$ cat src/rtl/pipe_stage_reg.sv
`default_nettype none
// ============================================================================
// Module      : pipe_stage_reg
// Description : Parametrised valid/ready pipeline stage register carrying one
//               opaque control bundle and one opaque data bundle per
//               instruction. A 2-entry arrangement (main + skid) gives full
//               throughput while in_ready is driven from registered state
//               only. Synchronous flush collapses the stage to a zero-control
//               bubble; rst_n clears everything asynchronously.
// Options     : `define PIPE_STATS_EN adds saturating bubble_cnt / flush_cnt
//               statistics outputs.
// Ports       : clk        - rising-edge clock
//               rst_n      - asynchronous active-low reset
//               in_valid   - upstream presents an instruction
//               in_ready   - stage can accept (registered, = !skid valid)
//               in_ctrl    - upstream control bundle (all-zero = no-op)
//               in_data    - upstream data bundle
//               flush      - synchronous kill of all held entries
//               out_valid  - main entry holds a live instruction
//               out_ready  - downstream accepts (low = stall)
//               out_ctrl   - registered control, zero while out_valid=0
//               out_data   - registered data, zero while out_valid=0
//               bubble_cnt - (PIPE_STATS_EN) cycles with out_valid=0
//               flush_cnt  - (PIPE_STATS_EN) cycles with flush=1
// Revision    : 1.0 - initial release
// ============================================================================
module pipe_stage_reg #(
  parameter int DATA_W = 128,
  parameter int CTRL_W = 16,
  parameter int CNT_W  = 16
) (
  input  logic              clk,
  input  logic              rst_n,
  input  logic              in_valid,
  output logic              in_ready,
  input  logic [CTRL_W-1:0] in_ctrl,
  input  logic [DATA_W-1:0] in_data,
  input  logic              flush,
  output logic              out_valid,
  input  logic              out_ready,
  output logic [CTRL_W-1:0] out_ctrl,
  output logic [DATA_W-1:0] out_data
`ifdef PIPE_STATS_EN
  ,
  output logic [CNT_W-1:0]  bubble_cnt,
  output logic [CNT_W-1:0]  flush_cnt
`endif
);

  // Occupancy: EMPTY (nothing held), ONE (main valid), TWO (main + skid).
  typedef enum logic [1:0] {
    S_EMPTY = 2'd0,
    S_ONE   = 2'd1,
    S_TWO   = 2'd2
  } state_e;

  state_e             state_q;
  logic [CTRL_W-1:0]  main_ctrl_q;
  logic [DATA_W-1:0]  main_data_q;
  logic [CTRL_W-1:0]  skid_ctrl_q;
  logic [DATA_W-1:0]  skid_data_q;

  // Both handshake outputs decode registered state only, so there is no
  // combinational path from out_ready to in_ready.
  assign in_ready  = (state_q != S_TWO);
  assign out_valid = (state_q == S_ONE) || (state_q == S_TWO);

  // Main payload registers are kept at zero whenever the entry is invalid,
  // so the outputs are zero during bubbles without extra gating.
  assign out_ctrl  = main_ctrl_q;
  assign out_data  = main_data_q;

  always_ff @(posedge clk or negedge rst_n) begin
    if (!rst_n) begin
      state_q     <= S_EMPTY;
      main_ctrl_q <= '0;
      main_data_q <= '0;
      skid_ctrl_q <= '0;
      skid_data_q <= '0;
    end else if (flush) begin
      // Any same-cycle input is discarded; a same-cycle output transfer has
      // already been consumed downstream, so dropping everything is correct.
      state_q     <= S_EMPTY;
      main_ctrl_q <= '0;
      main_data_q <= '0;
      skid_ctrl_q <= '0;
      skid_data_q <= '0;
    end else begin
      // in_ready is 1 in EMPTY/ONE and out_valid is 1 in ONE/TWO, so the raw
      // valid/ready inputs stand for the transfers in each branch below.
      case (state_q)
        S_EMPTY: begin
          if (in_valid) begin
            main_ctrl_q <= in_ctrl;
            main_data_q <= in_data;
            state_q     <= S_ONE;
          end
        end

        S_ONE: begin
          if (in_valid && out_ready) begin
            main_ctrl_q <= in_ctrl;
            main_data_q <= in_data;
          end else if (in_valid) begin
            // Downstream stalled: park the newcomer behind the main entry.
            skid_ctrl_q <= in_ctrl;
            skid_data_q <= in_data;
            state_q     <= S_TWO;
          end else if (out_ready) begin
            main_ctrl_q <= '0;
            main_data_q <= '0;
            state_q     <= S_EMPTY;
          end
        end

        S_TWO: begin
          if (out_ready) begin
            main_ctrl_q <= skid_ctrl_q;
            main_data_q <= skid_data_q;
            skid_ctrl_q <= '0;
            skid_data_q <= '0;
            state_q     <= S_ONE;
          end
        end

        default: begin
          state_q     <= S_EMPTY;
          main_ctrl_q <= '0;
          main_data_q <= '0;
          skid_ctrl_q <= '0;
          skid_data_q <= '0;
        end
      endcase
    end
  end

`ifdef PIPE_STATS_EN
  // Saturating statistics counters; they stick at all-ones instead of
  // wrapping so a long-running count never reads as small.
  logic [CNT_W-1:0] bubble_cnt_q;
  logic [CNT_W-1:0] flush_cnt_q;

  always_ff @(posedge clk or negedge rst_n) begin
    if (!rst_n) begin
      bubble_cnt_q <= '0;
      flush_cnt_q  <= '0;
    end else begin
      if (!out_valid && (bubble_cnt_q != {CNT_W{1'b1}})) begin
        bubble_cnt_q <= bubble_cnt_q + 1'b1;
      end
      if (flush && (flush_cnt_q != {CNT_W{1'b1}})) begin
        flush_cnt_q <= flush_cnt_q + 1'b1;
      end
    end
  end

  assign bubble_cnt = bubble_cnt_q;
  assign flush_cnt  = flush_cnt_q;
`else
  // CNT_W only sizes the statistics counters, which are absent here.
  logic w_unused_cnt_w;
  assign w_unused_cnt_w = (CNT_W > 0);
`endif

endmodule
`default_nettype wire

$ cat config.mk
export PLATFORM = sky130hd
export DESIGN_NAME = pipe_stage_reg
export DESIGN_NICKNAME = d
export VERILOG_FILES = /design/src/rtl/pipe_stage_reg.sv
export SDC_FILE = /design/constraint.sdc
export NUM_CORES = 1
export LEC_CHECK = 0
export BUFFER_PORTS_ARGS = -buffer_cell sky130_fd_sc_hd__buf_4
export CORE_MARGIN = 1.5
export CORE_UTILIZATION = 50
export DETAILED_ROUTE_END_ITERATION = 16
export GPL_ROUTABILITY_DRIVEN = 0
export MAX_ROUTING_LAYER = met4
export PLACE_DENSITY = 0.8
export SLEW_MARGIN = 15
export SYNTH_ARGS = -nofsm -noshare
export SYNTH_HDL_FRONTEND = slang
export SYNTH_SLANG_ARGS = --single-unit
$ cat constraint.sdc
create_clock -name clk -period 2 [get_ports clk]
set_input_delay 0.2 -clock clk [delete_from_list [all_inputs] [get_ports clk]]
set_output_delay 0.2 -clock clk [all_outputs]
set_load 0.005 [all_outputs]
-- Word-level counts from Yosys, hierarchy flattened
Cells that the tools add are included.
- logic and storage cells: 49
- register bits after elaboration: 290
- output and inout port bits: 146
- reductions and logical operators: 6
- equality and inequality tests: 11
- muxes and demuxes: 27
- operators with widths (kind ; number):
    $mux 128 ; 8
    $pmux 128 s3 ; 2
    $mux 16 ; 8
    $pmux 16 s3 ; 2
    $mux 2 ; 6
    $ne 3x3->1 const B ; 4
    $reduce_and 4->1 ; 3
    $ne 4x3->1 const B ; 2
    $pmux 2 s3 ; 1
    $ne 2x2->1 const B ; 2
    $ne 4x4->1 const B ; 1
    $eq 2x1->1 const B ; 1
    $eq 2x2->1 const B ; 1
    $logic_not 2->1 ; 1
    $logic_and 1x1->1 ; 1
    $logic_or 1x1->1 ; 1

-- Depth between registers and ports, before layout
Gate-level depths: netlist of run 1.
- depth after elaboration: 5
- mapped depth: 9
- gate-level depth less buffers: 6

-- Least setup slack after synthesis of run 1
No wires, ideal clock.
- path kind: reg-to-reg
- from: reg state_q[1]
- to: reg main_data_q[50], in the netlist out_data[50]
- arrival: 1529 ps
- setup slack: 323 ps
- cell stages (with the launch flop): 10
- buffers on the path: 3
- required time: 1853 ps
- setup time: 147 ps
- cells stage by stage: dfrtp_1 inv_1 ha_1 nor2_1 o21a_1 buf_6 nand2_2 buf_6 buf_4 o32ai_2
- cells in the longest elaborated chain, start to end: 3
- ends and longest elaborated chain (what ; RTL line ; source):
    start, declared ; 57 ; state_e state_q;
    start signal, assigned ; 75 ; state_q <= S_EMPTY;
    start signal, assigned ; 83 ; state_q <= S_EMPTY;
    start signal, assigned ; 96 ; state_q <= S_ONE;
    $eq 2x1->1, or another cell as far along ; 91 ; case (state_q)
    $ne 4x3->1 (no line), or another cell as far along ; -- ;
    $reduce_and 4->1 (no line) or $mux 128 (tied branches) ; -- ;
    end signal, assigned ; 95 ; main_data_q <= in_data;
    end signal, assigned ; 103 ; main_data_q <= in_data;
    end signal, assigned ; 119 ; main_data_q <= skid_data_q;
    end, declared ; 59 ; logic [DATA_W-1:0] main_data_q;
Parallel ways exist; a longest one is shown, timed or not.
A chain may end at the register's enable or synchronous reset.

-- Worst setup path in the final report of run 1
- from: reg state_q[1]
- to: reg skid_data_q[114]
- cells in the longest elaborated chain, start to end: 3
- ends and longest elaborated chain (what ; RTL line ; source):
    $eq 2x1->1, or another cell as far along ; 91 ;
    $ne 3x3->1 (no line), or another cell as far along ; -- ;
    $reduce_and 4->1 (no line) or $mux 128 (tied branches) ; -- ;
    end signal, assigned ; 107 ; skid_data_q <= in_data;
    end, declared ; 61 ; logic [DATA_W-1:0] skid_data_q;
Parallel ways exist; a longest one is shown, timed or not.

==> results by group, run 1 <==
CTS
  – TritonCTS Buffers: 31
  – Clock latency of the later-clocked register in the worst-skew pair: 0.57 ns
  – Worst-case clock buffer depth: 3
  – Clock tree sinks: 290
  – Clk pin slew, worst setup/hold paths: 0.06 ns
  – CTS tree: yes
  – H-tree level count: 1
  – Clock root buffer: sky130_fd_sc_hd__clkbuf_16

Global route
  – Largest net degree at the start of global routing: 100
  – First-pass GRT wire length: 67.2 mm
  – Number of global-route vias before repair: 12700
  – Total GRT Usage: 0.303
  – Number of antenna violations at the first check in global routing: 1
  – Global route overflow: 0

Synth
  – Synth Cell Area: 14000 µm²
  – Share of cell area taken by muxes after synthesis: 0.104
  – Biggest area consumer among synthesized cells: sky130_fd_sc_hd__dfrtp_1
  – Portion of the post-synthesis area used by sequential elements: 0.520
  – Fraction of synthesized cell area in xor and xnor cells: 0
  – Avg Synthesized Cell Area: approximately 11 µm²
  – Most common library cells after synthesis: sky130_fd_sc_hd__inv_1, sky130_fd_sc_hd__dfrtp_1, sky130_fd_sc_hd__nand2_1
  – Library cell with the highest instance count after synthesis: sky130_fd_sc_hd__inv_1
  – Number of nets produced by synthesis: 1448
  – Simple logic cell fraction of the synthesized area: 0.0425
  – Area share of the largest cell type after synthesis: 0.520
  – Mapped Cells: 1295
  – Compound-gate portion of the synthesized area: 0.204
  – Async S/R FF share, synth: 1.00
  – Largest family of logic cells by synthesized area: compound AO/OA/AOI/OAI gates
  – Arithmetic-cell share of the synthesized area counting full adders, half adders and majority gates: 0.00359
  – Most used flip-flop cell after synthesis: sky130_fd_sc_hd__dfrtp_1
  – Number of storage elements in the synthesis netlist: 290
  – Top area cells in the synthesized netlist: sky130_fd_sc_hd__dfrtp_1, sky130_fd_sc_hd__mux2i_1, sky130_fd_sc_hd__inv_1
  – Number of distinct library cell variants in the gate-level netlist after synthesis: 27
  – Synthesis Warnings: 0
  – EDFF count, synth: 0

Route
  – Detailed-route vias per instance: 5.72
  – Wire length on met3: 2.78 mm
  – Met2 routed WL: 21.6 mm
  – Average detailed-routed wire length per instance: 20.4 µm
  – Metal-1 WL: 16.4 mm
  – Remaining DRCs: 0
  – Count of vias placed by the detailed router: 12000
  – First-pass detailed-route iteration total: 8
  – Wire length reported by the detailed router: 42.9 mm
  – Top Layer Used: met4
  – Number of nets still failing antenna checks after routing: 0
  – Count of routing violations after the opening detailed-route iteration: 1146

Setup path
  – Critical path endpoint category: register
  – Slowest cell on the critical path: sky130_fd_sc_hd__dfrtp_1
  – Critical Path RT: 2.46 ns
  – Type of the setup path with the least slack: reg2reg
  – Crit path launch type: register
  – Crit Path Max Fanout: 10
  – Critical path cell sequence: inv_1 -> ha_2 -> o21ai_1 -> a21oi_4 -> buf_12 -> buf_4 -> mux2i_2
  – Delay of the slowest cell on the worst path: 0.42 ns
  – Data arrival at the endpoint of the critical path: 2.36 ns

STA
  – Peak Freq: between 500 and 600 MHz
  – Relative slew slack: 0.537
  – Number of max-slew violations in the final report: 0
  – Unrepaired setup endpoints after global routing: true
  – Final hold vios: 0
  – Actual slew at the worst max-slew pin: 0.694 ns
  – Post-Route Hold Slack: 0.0571 ns
  – Count of endpoints failing setup in the final report: 0
  – Min Tclk post-route: 1.90 ns
  – Fin crit share: 0.950
  – Layout Skew: 0.0245 ns

Floorplan
  – Core area: 27200 µm²
  – Placement Rows: 60
  – Starting Density: 0.513
  – Die height: 170 µm
  – Number of primary I/O pins: 295
  – Width of the die: 170 µm
  – Total die area: 28900 µm²

Placement
  – Number of cells in the design after placement: about 1900
  – Final HPWL DP: 24.2 mm
  – Port buffer count: 294

Pwr
  – Power density relative to cell area: 1020 nW/µm²
  – Reported leakage power: 8.90 nW
  – Peak VDD IR: ~760 µV

Final layout
  – Fin cells: 2102
  – Share of layout cells above drive strength 1: 0.273
  – Flip-flop and latch area: 7260 µm²
  – Layout net count: 1858
  – Layout-stage area growth over the synthesis result: 39.3%
  – Area used by multi-input combinational logic: a little over 5000 µm²
  – Fillers: approximately 1800

Worst hold path
  – Min-Delay Path Class: in2reg

Status
  – Run status: completed

Job
  – Count of max-cap constraint violations: 0
through the flow:
stage	power (mW)	TNS, ns	setup slack [ns]	util	area (µm²)
4_1_cts	19.7	0	0.0323	0.711	19300
5_1_grt	20.7	-0.0113	-0.0113	0.715	19400
2_1_floorplan	11.0	0	0.323	-	14000
3_3_place_gp	13.4	0	0.147	0.617	16800
3_5_place_dp	13.5	0	0.0970	0.617	16800
6_report	19.9	0	0.0991	0.715	19400
power by group:
group	internal (mW)	switching (mW)	total [mW]
sequential	6.82	0.679	7.50
combinational	3.05	3.47	6.52
clock	3.44	2.44	5.88
cell usage in the layout (no fill, tap or decap), types with 2 or more instances in the layout:
| cell type | Yosys | routed |
|---|---|---|
| sky130_fd_sc_hd__mux2i_1 | 144 | 139 |
| sky130_fd_sc_hd__bufbuf_16 | 0 | 2 |
| sky130_fd_sc_hd__dlygate4sd3_1 | 0 | 146 |
| sky130_fd_sc_hd__ha_1 | 4 | 2 |
| sky130_fd_sc_hd__a22oi_1 | 144 | 144 |
| sky130_fd_sc_hd__buf_6 | 5 | 2 |
| sky130_fd_sc_hd__dfrtp_1 | 290 | 290 |
| sky130_fd_sc_hd__o32ai_1 | 84 | 81 |
| sky130_fd_sc_hd__a21oi_1 | 3 | 2 |
| sky130_fd_sc_hd__clkbuf_16 | 0 | 32 |
| sky130_fd_sc_hd__o32ai_2 | 60 | 63 |
| sky130_fd_sc_hd__nor2_1 | 5 | 5 |
| sky130_fd_sc_hd__buf_4 | 22 | 306 |
| sky130_fd_sc_hd__bufinv_16 | 0 | 2 |
| sky130_fd_sc_hd__mux2i_2 | 0 | 5 |
| sky130_fd_sc_hd__clkinv_2 | 0 | 4 |
| sky130_fd_sc_hd__buf_12 | 0 | 30 |
| sky130_fd_sc_hd__inv_2 | 1 | 2 |
| sky130_fd_sc_hd__clkbuf_1 | 40 | 7 |
| sky130_fd_sc_hd__inv_1 | 292 | 291 |
| sky130_fd_sc_hd__clkbuf_8 | 0 | 9 |
| sky130_fd_sc_hd__clkinvlp_4 | 0 | 2 |
| sky130_fd_sc_hd__nand2_1 | 145 | 145 |
logic make-up after synthesis:
kind of cell    Yosys count
compound gates          296
fa+ha+maj                 4
buf+inv                 405
flops                   290
simple gates            155
mux                     145
sequential cells by signal, summed over array words and instances (netlist names):
name,flops
skid_data_q,128
state_q,2
out_data,128
out_ctrl,16
skid_ctrl_q,16
path summary, 6_finish.rpt:
path | start | to | slack (ns) | depth (start not counted)
min in group asynchronous | rst_n | out_data[52]$_DFFE_PN0P_ | 0.17 | 2
worst max register to register | state_q[1]$_DFFE_PN0P_ | skid_data_q[114]$_DFFE_PN0P_ | 0.1 | 7
worst max-delay path | state_q[1]$_DFFE_PN0P_ | skid_data_q[114]$_DFFE_PN0P_ | 0.1 | 7
worst min-delay path | in_valid | state_q[1]$_DFFE_PN0P_ | 0.06 | 5
max in group asynchronous | rst_n | skid_data_q[6]$_DFFE_PN0P_ | 1.09 | 3
worst min register to register | skid_data_q[93]$_DFFE_PN0P_ | skid_data_q[93]$_DFFE_PN0P_ | 0.52 | 2
layout make-up:
| cell class | count | share of cell area |
|---|---|---|
| well taps | 372 | 0.0240 |
| clock inverters | 10 | 0.00580 |
| repair buffers | 489 | 0.232 |
| clock buffers | 47 | 0.0477 |
| diodes | 1 | 0.000129 |
| flip-flops and latches | 290 | 0.374 |
| multi-input cells | 600 | 0.260 |
| inverters | 293 | 0.0566 |
layer usage:
metal,track usage,vias up
met3,0.0444,162
met2,0.495,625
met5,-,-
met4,0.156,0
met1,0.367,5984
li1,-,5251
critical path: cells and delay by family, from the launching register on:
kind | cells | cell delay [ns]
buffers and inverters | 3 | 0.51
AO/OA/AOI/OAI | 2 | 0.34
flip-flops | 1 | 0.42
adder cells (fa/ha/maj) | 1 | 0.24
multiplexers | 1 | 0.27
repair_timing:
item                                    4_1_cts  5_1_grt
endpoints found under the hold margin       342        0
setup buffers                                 0        2
gates resized for setup                       1       12
endpoints found under the setup margin        1      110
pin swaps                                     0        1
hold buffers                                146        0
cloned                                        2        1
(Power assumes the default switching activity.)
==> inputs of run 2 (changes only) <==
==> constraint.sdc (replaced) <==
create_clock -name clk -period 2 [get_ports clk]
set_input_delay 0.1 -clock clk [delete_from_list [all_inputs] [get_ports clk]]
set_output_delay 0.1 -clock clk [all_outputs]
set_load 0.005 [all_outputs]
==> run 2 against run 1 <==
  * Combinational power down 3%
  * Non-clock buffer count shrank 9
  * Via count grew 0.23%
  * Largest cell class unchanged
  * Sequential share of layout area is 0.36 points higher
  * Largest power group unchanged
  * Register-to-register slack got worse by 0.03 ns
==> results by group, run 2 (synthesized netlist as in run 1, its figures left out) <==
Global route
  – First-pass GRT wire length: 66.5 mm (-1.0%)
  – Total GRT Usage: 0.299 (-0.00407)
  – Number of global-route vias before repair: 12600 (-1.0%)
  – Largest net degree at the start of global routing: 97 (-3.0%)
  – Number of antenna violations at the first check in global routing: 3 (+2)
  – Global route overflow: 0 (unchanged)

STA
  – Min Tclk post-route: 1.94 ns (+0.0348 ns)
  – Layout Skew: 0.0216 ns (-0.00289 ns)
  – Unrepaired setup endpoints after global routing: true
  – Final hold vios: 0 (unchanged)
  – Count of endpoints failing setup in the final report: 0 (unchanged)
  – Actual slew at the worst max-slew pin: 0.585 ns (-0.109 ns)
  – Peak Freq: 517 MHz (-1.8%)
  – Relative slew slack: 0.610 (+0.0727)
  – Fin crit share: 0.968 (+0.0174)
  – Aggregate negative setup slack: 0 ns (unchanged)
  – Number of max-slew violations in the final report: 0 (unchanged)

Route
  – Metal-1 WL: 16.2 mm (-1.3%)
  – Wire length reported by the detailed router: 42.6 mm (-0.57%)
  – First-pass detailed-route iteration total: 5 (-3)
  – Detailed-route vias per instance: 5.75 (+0.47%)
  – Met2 routed WL: 21.4 mm (-0.86%)
  – Average detailed-routed wire length per instance: 20.3 µm (-0.33%)
  – Top Layer Used: met4
  – Count of vias placed by the detailed router: 12100 (+0.23%)
  – Wire length on met3: 2.65 mm (-4.6%)
  – Count of routing violations after the opening detailed-route iteration: 1112 (-3.0%)
  – Remaining DRCs: 0 (unchanged)
  – Number of nets still failing antenna checks after routing: 0 (unchanged)

Final layout
  – Fillers: 1795 (+1.2%)
  – Layout net count: 1849 (-0.48%)
  – Leading cell type in the layout, fill and taps excluded: sky130_fd_sc_hd__buf_4
  – Flip-flop and latch area: 7260 µm² (unchanged)
  – Share of layout cells above drive strength 1: 0.264 (-0.00861)
  – Commonest cells after routing, fill and taps aside: sky130_fd_sc_hd__buf_4, sky130_fd_sc_hd__inv_1, sky130_fd_sc_hd__dfrtp_1, sky130_fd_sc_hd__dlygate4sd3_1, sky130_fd_sc_hd__nand2_1
  – Share of the core filled with cells in the final layout: 0.708 (-0.00686)
  – Layout-stage area growth over the synthesis result: 37.9%
  – Fin cells: 2097 (-0.24%)
  – Area used by multi-input combinational logic: 5020 µm² (-0.67%)

Floorplan
  – Die height: 170 µm (unchanged)
  – Core area: 27200 µm² (unchanged)
  – Placement Rows: 60 (unchanged)
  – Total die area: 28900 µm² (unchanged)
  – Width of the die: 170 µm (unchanged)
  – Starting Density: 0.513 (unchanged)
  – Number of primary I/O pins: 295 (unchanged)

Worst hold path
  – Min-Delay Path Class: in2async

Setup path
  – Critical Path RT: 2.42 ns (-0.04 ns)
  – Critical path endpoint category: register
  – Delay of the slowest cell on the worst path: 0.39 ns (-0.03 ns)
  – Slowest cell on the critical path: sky130_fd_sc_hd__dfrtp_1
  – Crit Path Max Fanout: 74 (+64)
  – Crit path launch type: register
  – Data arrival at the endpoint of the critical path: 2.35 ns (about the same)
  – Type of the setup path with the least slack: reg2reg
  – Critical path cell sequence: inv_1 -> ha_1 -> nand2b_1 -> o21a_4 -> buf_12 -> o32ai_2

CTS
  – Clock tree sinks: 290 (unchanged)
  – Worst-case clock buffer depth: 3 (unchanged)
  – TritonCTS Buffers: 31 (unchanged)
  – Clk pin slew, worst setup/hold paths: 0.07 ns (about the same)
  – CTS tree: yes
  – Clock root buffer: sky130_fd_sc_hd__clkbuf_16
  – H-tree level count: 1 (unchanged)
  – Clock latency of the later-clocked register in the worst-skew pair: 0.57 ns (about the same)

Placement
  – Number of cells in the design after placement: 1884 (-0.48%)
  – Final HPWL DP: 23.5 mm (-2.7%)
  – Port buffer count: 294 (unchanged)

Pwr
  – Reported leakage power: 8.83 nW (-0.74%)
  – Power density relative to cell area: 1010 nW/µm² (-1.2%)
  – Overall Power: 19.5 mW (-2.1%)
  – Peak VDD IR: 810 µV (+6.5%)

Job
  – Count of max-cap constraint violations: 0 (unchanged)

Status
  – Run status: completed
-- run 2: cell count changes in the layout (fill, tap and decap cells not counted), moves of 2 or more --
| cell | delta |
|---|---|
| sky130_fd_sc_hd__diode_2 | +3 |
| sky130_fd_sc_hd__buf_16 | +3 |
| sky130_fd_sc_hd__o32ai_1 | +2 |
| sky130_fd_sc_hd__o32ai_2 | -2 |
| sky130_fd_sc_hd__buf_4 | -3 |
| sky130_fd_sc_hd__buf_12 | -10 |
| sky130_fd_sc_hd__clkbuf_8 | +2 |
| sky130_fd_sc_hd__bufinv_16 | -2 |
| sky130_fd_sc_hd__mux2i_1 | +5 |
| sky130_fd_sc_hd__clkinv_2 | +3 |
| sky130_fd_sc_hd__dlygate4sd3_1 | +2 |
| sky130_fd_sc_hd__mux2i_2 | -5 |
-- run 2: final cells by class --
class,instances,share of cell area
clock buffer,48,0.0494
inverter,293,0.0572
multi-input combinational,600,0.261
antenna,4,0.000520
tap,372,0.0242
sequential,290,0.377
timing repair buffer,480,0.228
clock inverter,10,0.00312
-- run 2: path summary, 6_finish.rpt --
kind                            depth (start not counted)                          from                      endpoint  slack [ns]
max in group asynchronous                               3                         rst_n  skid_data_q[114]$_DFFE_PN0P_        1.22
worst max register to register                          6        state_q[0]$_DFFE_PN0P_      out_data[42]$_DFFE_PN0P_        0.06
worst max-delay path                                    6        state_q[0]$_DFFE_PN0P_      out_data[42]$_DFFE_PN0P_        0.06
min in group clk                                        4                   in_data[62]   skid_data_q[62]$_DFFE_PN0P_        0.34
worst min-delay path                                    2                         rst_n      out_data[55]$_DFFE_PN0P_       0.008
worst min register to register                          2  skid_data_q[108]$_DFFE_PN0P_  skid_data_q[108]$_DFFE_PN0P_        0.52
-- run 2: stage by stage --
| stage | cell area [µm²] | hold slack (ns) | setup WS [ns] |
|---|---|---|---|
| after global routing | 19200 | 0.0304 | -0.0152 |
| after detailed placement | 16600 | 0.0223 | 0.0811 |
| final | 19200 | 0.00796 | 0.0643 |
| after CTS | 19200 | 0.0236 | 0.0645 |
| after global placement | 16600 | 0.0244 | 0.161 |
| after floorplan | 14000 | -0.196 | 0.323 |
-- run 2: power by group --
group	switching [mW]	leakage (nW)	total [mW]	internal [mW]
Clock	2.42	0.505	5.67	3.26
Sequential	0.649	3.94	7.47	6.82
Combinational	3.45	4.39	6.33	2.89
Total	6.51	8.83	19.5	13.0
-- run 2: routing by layer --
| layer | global-route usage | up-vias |
|---|---|---|
| li1 | - | 5228 |
| met1 | 0.356 | 6037 |
| met2 | 0.489 | 620 |
| met3 | 0.0477 | 165 |
| met4 | 0.162 | 0 |
| met5 | - | - |
-- run 2: critical path: cells and delay by family (launching register included) --
family,cells,cell delay [ns]
AOI/OAI and AO/OA,2,0.39
and+or+nand+nor,1,0.16
DFF,1,0.39
adders and majority gates,1,0.25
buffers and inverters,2,0.47
-- run 2: timing repair --
item | in CTS | in global routing
setup buffers | 0 | 0
hold endpoints to repair | 580 | 0
setup endpoints to repair | 1 | 90
hold buffers | 148 | 0
gates resized for setup | 1 | 6
gates cloned | 2 | 1
pin swaps | 0 | 0
